### config.mk
export PLATFORM = sky130hd
export DESIGN_NAME = cruise_controller
export DESIGN_NICKNAME = d
export VERILOG_FILES = /design/src/rtl/cruise_pkg.sv /design/src/rtl/cruise_fuel_law.sv /design/src/rtl/cruise_controller.sv
export SDC_FILE = /design/constraint.sdc
export NUM_CORES = 1
export LEC_CHECK = 0
export CORE_ASPECT_RATIO = 0.5
export CORE_MARGIN = 2
export CORE_UTILIZATION = 45
export DETAILED_ROUTE_END_ITERATION = 7
export PLACE_DENSITY = 0.65
export SLEW_MARGIN = 0
export SYNTH_ARGS = -nofsm -noshare
export SYNTH_HDL_FRONTEND = slang
export SYNTH_SLANG_ARGS = --single-unit
### constraint.sdc
create_clock -name clk -period 5.6 [get_ports clk]
set_clock_uncertainty 0.05 [all_clocks]
set_input_delay 1.12 -clock clk [delete_from_list [all_inputs] [get_ports clk]]
set_output_delay 1.12 -clock clk [all_outputs]
set_load 0.05 [all_outputs]
### src/rtl/cruise_pkg.sv
// Shared types, widths and saturating helpers for the cruise controller.
package cruise_pkg;

    localparam int SPEED_W  = 8;
    localparam int FUEL_W   = 4;
    localparam int LAW_W    = 11;
    localparam int FUEL_MAX = (1 << FUEL_W) - 1;

    typedef enum logic [1:0] {
        IDLE    = 2'd0,
        CRUISE  = 2'd1,
        SUSPEND = 2'd2
    } state_t;

    // Saturate a signed fuel-law result into the unsigned fuel command range.
    function automatic logic [FUEL_W-1:0] clamp_fuel(input logic signed [LAW_W-1:0] f);
        logic signed [LAW_W-1:0] hi;
        hi = LAW_W'(FUEL_MAX);
        if (f < 0) begin
            return '0;
        end else if (f > hi) begin
            return FUEL_W'(FUEL_MAX);
        end else begin
            return f[FUEL_W-1:0];
        end
    endfunction

    // Saturate a signed, widened speed value into [lo, hi].
    function automatic logic [SPEED_W-1:0] clamp_speed(
        input logic signed [SPEED_W+1:0] v,
        input logic        [SPEED_W-1:0] lo,
        input logic        [SPEED_W-1:0] hi
    );
        if (v < $signed({2'b00, lo})) begin
            return lo;
        end else if (v > $signed({2'b00, hi})) begin
            return hi;
        end else begin
            return v[SPEED_W-1:0];
        end
    endfunction

endpackage

### src/rtl/cruise_fuel_law.sv
// Proportional fuel law: fuel = clamp(BASE_FUEL + ((target - speed) >>> GAIN_SHIFT), 0, 15).
// Purely combinational; the controller decides when the result is latched.
module cruise_fuel_law
    import cruise_pkg::*;
#(
    parameter int unsigned BASE_FUEL  = 4,
    parameter int unsigned GAIN_SHIFT = 1
) (
    input  logic [SPEED_W-1:0] target,
    input  logic [SPEED_W-1:0] speed,
    output logic [FUEL_W-1:0]  fuel
);

    logic signed [SPEED_W:0]   err;
    logic signed [LAW_W-1:0]   err_ext;
    logic signed [LAW_W-1:0]   err_scaled;
    logic signed [LAW_W-1:0]   f;

    // Error is formed at 9 bits so the full +/-255 span is exact, then widened
    // before the shift and offset so the sum can never wrap ahead of the clamp.
    always_comb begin
        err        = $signed({1'b0, target}) - $signed({1'b0, speed});
        err_ext    = {{(LAW_W-SPEED_W-1){err[SPEED_W]}}, err};
        err_scaled = err_ext >>> GAIN_SHIFT;
        f          = err_scaled + $signed(LAW_W'(BASE_FUEL));
        fuel       = clamp_fuel(f);
    end

endmodule

### src/rtl/cruise_controller.sv
// Cruise controller: button FSM (IDLE / CRUISE / SUSPEND), target register,
// fuel update timer and registered fuel command closing the speed loop.
module cruise_controller
    import cruise_pkg::*;
#(
    parameter int unsigned UPDATE_CYCLES = 16,
    parameter int unsigned BASE_FUEL     = 4,
    parameter int unsigned GAIN_SHIFT    = 1,
    parameter int unsigned STEP          = 2,
    parameter int unsigned MIN_SPEED     = 30,
    parameter int unsigned MAX_SPEED     = 200
) (
    input  logic               clk,
    input  logic               rst,
    input  logic [SPEED_W-1:0] current_speed,
    input  logic               set,
    input  logic               resume,
    input  logic               cancel,
    input  logic               brake,
    input  logic               inc,
    input  logic               dec,
    output logic [FUEL_W-1:0]  fuel,
    output logic [SPEED_W-1:0] target_speed,
    output logic               engaged,
    output logic               fuel_upd
);

    localparam int TIMER_W = (UPDATE_CYCLES > 2) ? $clog2(UPDATE_CYCLES) : 1;
    localparam logic [TIMER_W-1:0] TIMER_LAST = TIMER_W'(UPDATE_CYCLES - 1);
    localparam logic [SPEED_W-1:0] MIN_SPD    = SPEED_W'(MIN_SPEED);
    localparam logic [SPEED_W-1:0] MAX_SPD    = SPEED_W'(MAX_SPEED);
    localparam logic [FUEL_W-1:0]  BASE_CMD   = FUEL_W'(BASE_FUEL);

    state_t               state;
    state_t               state_nxt;
    logic [TIMER_W-1:0]   timer;
    logic [TIMER_W-1:0]   timer_nxt;
    logic [SPEED_W-1:0]   target_nxt;
    logic [FUEL_W-1:0]    fuel_nxt;
    logic                 fuel_upd_nxt;
    logic [FUEL_W-1:0]    law_fuel;

    logic                 speed_ok;
    logic                 set_go;
    logic                 adjust;
    logic                 entering;
    logic                 recapture;
    logic                 terminal;
    logic [SPEED_W-1:0]   target_up;
    logic [SPEED_W-1:0]   target_dn;

    cruise_fuel_law #(
        .BASE_FUEL  (BASE_FUEL),
        .GAIN_SHIFT (GAIN_SHIFT)
    ) u_fuel_law (
        .target (target_speed),
        .speed  (current_speed),
        .fuel   (law_fuel)
    );

    // Qualified button events, decoded once so FSM and datapath agree on priority
    // (cancel > brake > set > resume > inc/dec). A pressed set occupies its priority
    // slot even when the speed is out of range, so it masks resume and inc/dec.
    always_comb begin
        speed_ok  = (current_speed >= MIN_SPD) && (current_speed <= MAX_SPD);
        set_go    = !cancel && !brake && set && speed_ok;
        adjust    = (state == CRUISE) && !cancel && !brake && !set && !resume && (inc ^ dec);
        target_up = clamp_speed($signed({2'b00, target_speed}) + $signed((SPEED_W+2)'(STEP)),
                                MIN_SPD, MAX_SPD);
        target_dn = clamp_speed($signed({2'b00, target_speed}) - $signed((SPEED_W+2)'(STEP)),
                                MIN_SPD, MAX_SPD);
        terminal  = (timer == TIMER_LAST);
    end

    // State and registered outputs; rst overrides every button.
    always_ff @(posedge clk) begin
        if (rst) begin
            state        <= IDLE;
            timer        <= '0;
            target_speed <= '0;
            fuel         <= '0;
            fuel_upd     <= 1'b0;
        end else begin
            state        <= state_nxt;
            timer        <= timer_nxt;
            target_speed <= target_nxt;
            fuel         <= fuel_nxt;
            fuel_upd     <= fuel_upd_nxt;
        end
    end

    // Next-state decode from the prioritised buttons.
    always_comb begin
        state_nxt = state;
        unique case (state)
            IDLE: begin
                if (set_go) state_nxt = CRUISE;
            end
            CRUISE: begin
                if (cancel)     state_nxt = IDLE;
                else if (brake) state_nxt = SUSPEND;
            end
            SUSPEND: begin
                if (cancel)                                  state_nxt = IDLE;
                else if (set_go)                             state_nxt = CRUISE;
                else if (!brake && !set && resume)           state_nxt = CRUISE;
            end
            default: state_nxt = IDLE;
        endcase
    end

    // Next values of target, timer and fuel. Any transition out of CRUISE takes
    // precedence over a pending terminal-count update.
    always_comb begin
        target_nxt   = target_speed;
        timer_nxt    = '0;
        fuel_nxt     = '0;
        fuel_upd_nxt = 1'b0;
        entering     = (state_nxt == CRUISE) && (state != CRUISE);
        recapture    = (state == CRUISE) && set_go;

        if (cancel) begin
            target_nxt = '0;
        end else if (set_go) begin
            target_nxt = current_speed;
        end else if (adjust) begin
            target_nxt = inc ? target_up : target_dn;
        end

        if (state_nxt == CRUISE) begin
            if (entering) begin
                fuel_nxt = BASE_CMD;
            end else if (recapture) begin
                fuel_nxt = fuel;
            end else if (terminal) begin
                fuel_nxt     = law_fuel;
                fuel_upd_nxt = 1'b1;
            end else begin
                fuel_nxt  = fuel;
                timer_nxt = timer + TIMER_W'(1);
            end
        end
    end

    // engaged follows the registered state directly.
    assign engaged = (state == CRUISE);

endmodule

**Word-level counts from Yosys, hierarchy flattened**

Cells that the tools add are included.

- Register bits after elaboration: 19
- Input port bits: 16
- Output and inout bits: 14
- Logic and storage cells: 75

- Add/subtract/negate cells: 5
- $lt $le $gt $ge: 8
- Equality and inequality tests: 6
- Mux-type cells: 20
- Bitwise operators: 3
- Reduce and logical (&&, ||, !) cells: 27

Operator list:

| kind | number |
|---|---|
| 2-to-1 mux 8 bit | 7 |
| logical AND 1 bit | 13 |
| 2-to-1 mux 2 bit | 6 |
| adder 8 x 2 -> 9 bit, second input constant | 1 |
| adder 8 x 4 -> 9 bit, second input constant | 1 |
| > comparator 9 x 5 -> 1 bit, second input constant | 1 |
| > comparator 9 x 8 -> 1 bit, second input constant | 1 |
| > comparator 9 bit, second input constant | 1 |
| < comparator 9 x 1 -> 1 bit, second input constant | 1 |
| < comparator 9 x 5 -> 1 bit, second input constant | 1 |
| < comparator 9 x 6 -> 1 bit, second input constant | 1 |
| 2-to-1 mux 3 bit | 3 |
| subtractor 8 x 2 -> 9 bit, second input constant | 1 |
| subtractor 8 x 8 -> 9 bit | 1 |
| greater-or-equal comparator 8 x 5 -> 1 bit, second input constant | 1 |
| <= comparator 8 bit, second input constant | 1 |
| 2-to-1 mux 4 bit | 2 |
| one-hot mux 2 bit (3 select lines) | 1 |
| OR reduction 5 bit | 1 |
| adder 4 x 1 -> 4 bit, second input constant | 1 |
| equality test 2 x 1 -> 1 bit, second input constant | 2 |
| equality test 4 bit, second input constant | 1 |
| logical NOT 1 bit | 4 |
| AND reduction 2 bit | 2 |
| other kinds (11) | 14 |

**Depth between registers and ports, before layout**

- Word-level depth: 11
- Depth in mapped cells: 13

**Modules after synthesis**

Synthesis repeated with hierarchy kept, for this count alone.

- Cell total of the unflattened synthesis: 293
- Area, all modules: 2259.7 um^2

By module, submodules not included:

| module | instances | cells an instance | area an instance (um^2) | sequential area each (um^2) |
|---|---|---|---|---|
| cruise_controller | 1 | 220 | 1697.9 | 380.4 |
| cruise_fuel_law | 1 | 73 | 561.8 | 0.0 |

**Least setup slack after synthesis**

OpenSTA, ideal clock, no wires.

- Path kind: input-to-reg
- From: input current_speed[0]
- To: register fuel[1]
- Setup time: 0.079 ns
- Data arrival time: 3.203 ns
- Setup slack: 2.267 ns
- Cell stages on the path: 12
- Cells stage by stage: nor2b_1 -> fa_1 -> nand2b_1 -> a21oi_1 -> xor2_1 -> ha_1 -> nand2_1 -> nor4_1 -> o2111ai_1 -> o21ai_0 -> nand2_1 -> a22oi_1

- Word-level cells in the longest chain between the ends: 9
- Elaborated cells on any way between the ends: 21

Ends and longest elaborated chain:

| what | line | text |
|---|---|---|
| start: declaration | cruise_controller.sv:15 | `input logic [SPEED_W-1:0] current_speed,` |
| parallel branches: the longest is 9 deep, another holds subtractor 8 x 8 -> 9 bit | n/a |  |
| end signal: assignment | cruise_controller.sv:87 | `fuel <= fuel_nxt;` |
| end: declaration | cruise_controller.sv:22 | `output logic [FUEL_W-1:0] fuel,` |

Several ways; the timed one is not identified.
A chain may end at the register's enable or synchronous reset.

**Worst setup path after layout**

- From: input current_speed[2]
- To: register fuel[1]

Same word-level chain as after synthesis.

==> run summary <==
• **critical-path maximum fanout** 6
• **Post-synth EDFFs** 0
• **top area cells in the synthesized netlist** dfxtp_1 (17%), ha_1 (8.5%), a21oi_1 (4.8%)
• **top metal layer carrying routed signals** met4
• **combinational cell fraction of total power** 0.263
• **proportion of power drawn by the clock network** 0.296
• **antenna violation net count after detailed routing** 0
• **share of the synthesized area in the top cell type** 0.172
• **number of standard cells after synthesis** 280
• **number of failing setup endpoints in the final timing report** 0
• **Starting Density** 0.485
• **DRC Markers** 0
• **maximum number of pins on one net before global-route repair** 26
• **total track usage** 0.210
• **worst rel slew slack** 0.393
• **top cell type by total area after synthesis** dfxtp_1
• **pwr/cell area** 125 nW/um2
• **critical path type** input pin to flop
• **pin slew with the least headroom to its limit** 0.909 ns
• **ratio of cells with drive above 1 in the final layout** 0.104
• **routed length on met2** 2490 um
• **maximum single-stage delay on the critical path** 0.55 ns
• **final-layout worst hold slack** 0.432 ns
• **Syn Nets** 312
• **compound-gate portion of the synthesized area** 0.331
• **CTS root buffer** clkbuf_8
• **number of distinct standard cells referenced by the synthesized netlist** 82
• **final worst-path cycle share** 0.692
• **number of buffers created by CTS** 3
• **CTS tree** done
• **Adder-Cell Fraction of Synth Area** 0.0942
• **routed wire length on met3** 187 um
• **Flop pwr share** 0.441
• **number of antenna cells inserted** 0
• **number of top-level design ports** 30
• **path category of the worst min-delay check** flop to flop
• **cell count of the worst hold path** 1
• **Register-to-Register Path Depth** 12
• **slowest stage cell, crit path** clkdlybuf4s50_1
• **total number of H-tree levels** 1
• **CP cell instances** clkdlybuf4s50_1 > inv_1 > ha_1 > nand2_1 > o21ai_2 > xor2_1 > ha_1 > nand2_1 > nor4_1 > o2111ai_1 > o21ai_0 > nand2_1 > a22oi_1
• **parity-gate share of the synthesized area counting xor and xnor cells** 0.0357
• **share of async-settable or async-resettable flops after synthesis** 0
• **Avg Cell Area, Syn** 7.88 um2
• **detail-routed via count per cell** 5.97
• **clock transition at the registers of the reported paths** 0.07 ns
• **count of standard-cell rows** 17
• **leakage power** 0.929 nW
• **M1 wire length** 2790 um
• **maximum buffer depth of the clock tree** 2
• **Layout fillers** 440
• **vias after detailed routing** 2,174
• **Crit path required time** 5.73 ns
• **Internal** 0.000223 W
• **clock latency of the later-clocked register in the worst-skew pair** 0.26 ns
• **Worst setup SP type** input pin
• **main combinational cell family by area after synthesis** compound AO/OA/AOI/OAI gates
• **number of nets in the final layout** 331
• **Die Footprint** 5510 um2
• **total area of sequential cells** 380 um2
• **weighted congestion at the end of routability-driven global placement** 0.906
• **routed wire length** 5500 um
• **first-pass GRT wire length** 9090 um
• **minimum clock period** 3.87 ns
• **maximum vdd ir drop** 0.0000755 V
• **via count of the first global-routing pass** 1,929
• **Core Region** 4550 um2
• **worst endpoint data arrival time** 4.00 ns
• **overflow left after global routing** 0
• **initial antenna violation count** 0
• **simple-gate portion of the synthesized area** 0.289
• **commonest register cell after synthesis** dfxtp_1
• **run status** complete, no violations
• **share of the yosys chip area belonging to registers** 0.172
• **fmax** 258 MHz
• **pins over their slew limit** 0
• **estimated wirelength of the detail-placed design** 4280 um
• **count of port buffers added during placement** 29
• **critical path capture point type** flop
• **cell type with the highest occurrence count on the critical path** nand2_1
• **buffers inserted by post-CTS timing repair** 0
• **Initial DRC Count** 91
• **number of optimization iterations in the first detailed-route pass** 7
• **Total Neg Setup Slack** 0 ns
• **average wire length per cell after detail routing** 15.1 um
• **area of the multi-input gates** 1680 um2
• **horizontal die dimension** 103 um
• **mux contribution to synthesized area** 0.00908
• **setup repair after global routing missed its margin** false
• **Post-CTS Resized** 0
• **final hold violation count** 0
• **utilization after layout** 0.559
• **warnings from Yosys** 0
• **hold_buf cts** 0
• **sinks on the clock net** 19
• **total of flip-flops plus latches after synthesis** 19
• **Sw Share** 0.299
• **Net Switching** 0.0000951 W
• **Maximum Capacitance Violations** 0
• **total standard cell area after synthesis** 2210 um2
• **Area Growth Syn to Fin** 15.4%
• **vertical die dimension** 53.5 um
## flip-flops by register name (all words and copies together) (netlist names)
name	cells
fuel_upd	1
timer	4
target_speed	8
fuel	4
state	2
## power groups by stage
| stage | Combinational (W) | Clock [W] | Sequential [W] |
|---|---|---|---|
| floorplan | 0.0000538 | 0 | 0.000143 |
| global placement | 0.0000819 | 0 | 0.000143 |
| detailed placement | 0.0000826 | 0 | 0.000143 |
| CTS | 0.0000830 | 0.0000974 | 0.000140 |
| global route | 0.0000918 | 0.000104 | 0.000140 |
| finish | 0.0000836 | 0.0000940 | 0.000140 |
## through the flow
stage	instances	cell area, um2	power [W]	worst slack, ns
5_1_grt	364	2550	0.000337	1.43
4_1_cts	364	2550	0.000320	1.74
2_1_floorplan	280	2210	0.000197	2.27
3_3_place_gp	360	2500	0.000225	1.61
3_5_place_dp	360	2500	0.000226	1.47
6_report	364	2550	0.000318	1.73
## cell usage in the layout, fill, tap and decap left out, drive strengths merged, types with 5 or more instances in the layout
master	instances
nor3	9
nand2	18
nand3b	6
a22oi	6
inv	17
o21ai	14
nand2b	7
nor2b	6
nor2	18
dfxtp	19
nand3	9
nand4	5
a21oi	23
xnor2	5
clkdlybuf4s50	29
ha	15
## critical path, delay by kind of cell
| kind | cells | cell delay [ns] |
|---|---|---|
| xor gates and xnor gates | 1 | 0.31 |
| buffers and inverters | 2 | 0.61 |
| AOI/OAI and AO/OA | 4 | 0.84 |
| adders and majority gates | 2 | 0.62 |
| and+or+nand+nor | 4 | 0.51 |
## layer usage
metal	vias up	GRT usage
met3	4	0.0410
met4	0	0.0329
li1	1099	-
met2	44	0.345
met5	-	0
met1	1027	0.293
## cell families (layout without fill, tap and decap cells)
group	after synthesis	count (layout)
and+or+nand+nor	107	107
muxes	2	2
xor gates and xnor gates	9	9
adders and majority gates	16	16
buffers and inverters	33	51
DFF	19	19
AOI/OAI and AO/OA	94	94
## cell usage after synthesis (all sizes together) (5+ instances only)
cell type,instances
inv,17
nor2,18
a22oi,6
clkbuf,6
nand4,5
a21oi,23
ha,15
nor2b,6
buf,10
o21ai,14
nand2b,7
nand3,9
xnor2,5
nand3b,6
dfxtp,19
nand2,18
nor3,9
## path summary, 6_finish.rpt
kind | from | endpoint | slack [ns]
setup / recovery | current_speed[2] | fuel[1]$_SDFFE_PP0P_ | 1.73
hold / removal | timer[0]$_SDFF_PP0_ | timer[0]$_SDFF_PP0_ | 0.43
setup reg to reg | target_speed[1]$_SDFFE_PP0P_ | fuel[1]$_SDFFE_PP0P_ | 2.16
hold reg to reg | timer[0]$_SDFF_PP0_ | timer[0]$_SDFF_PP0_ | 0.43
## final cells by class
class / instances / area share
inverter: 17 / 0.0251
sequential: 19 / 0.149
timing repair buffer: 30 / 0.117
tap: 66 / 0.0324
clock buffer: 3 / 0.0162
clock inverter: 1 / 0.00197
multi-input combinational: 228 / 0.658
No activity file was read; power rests on OpenSTA's default activity.
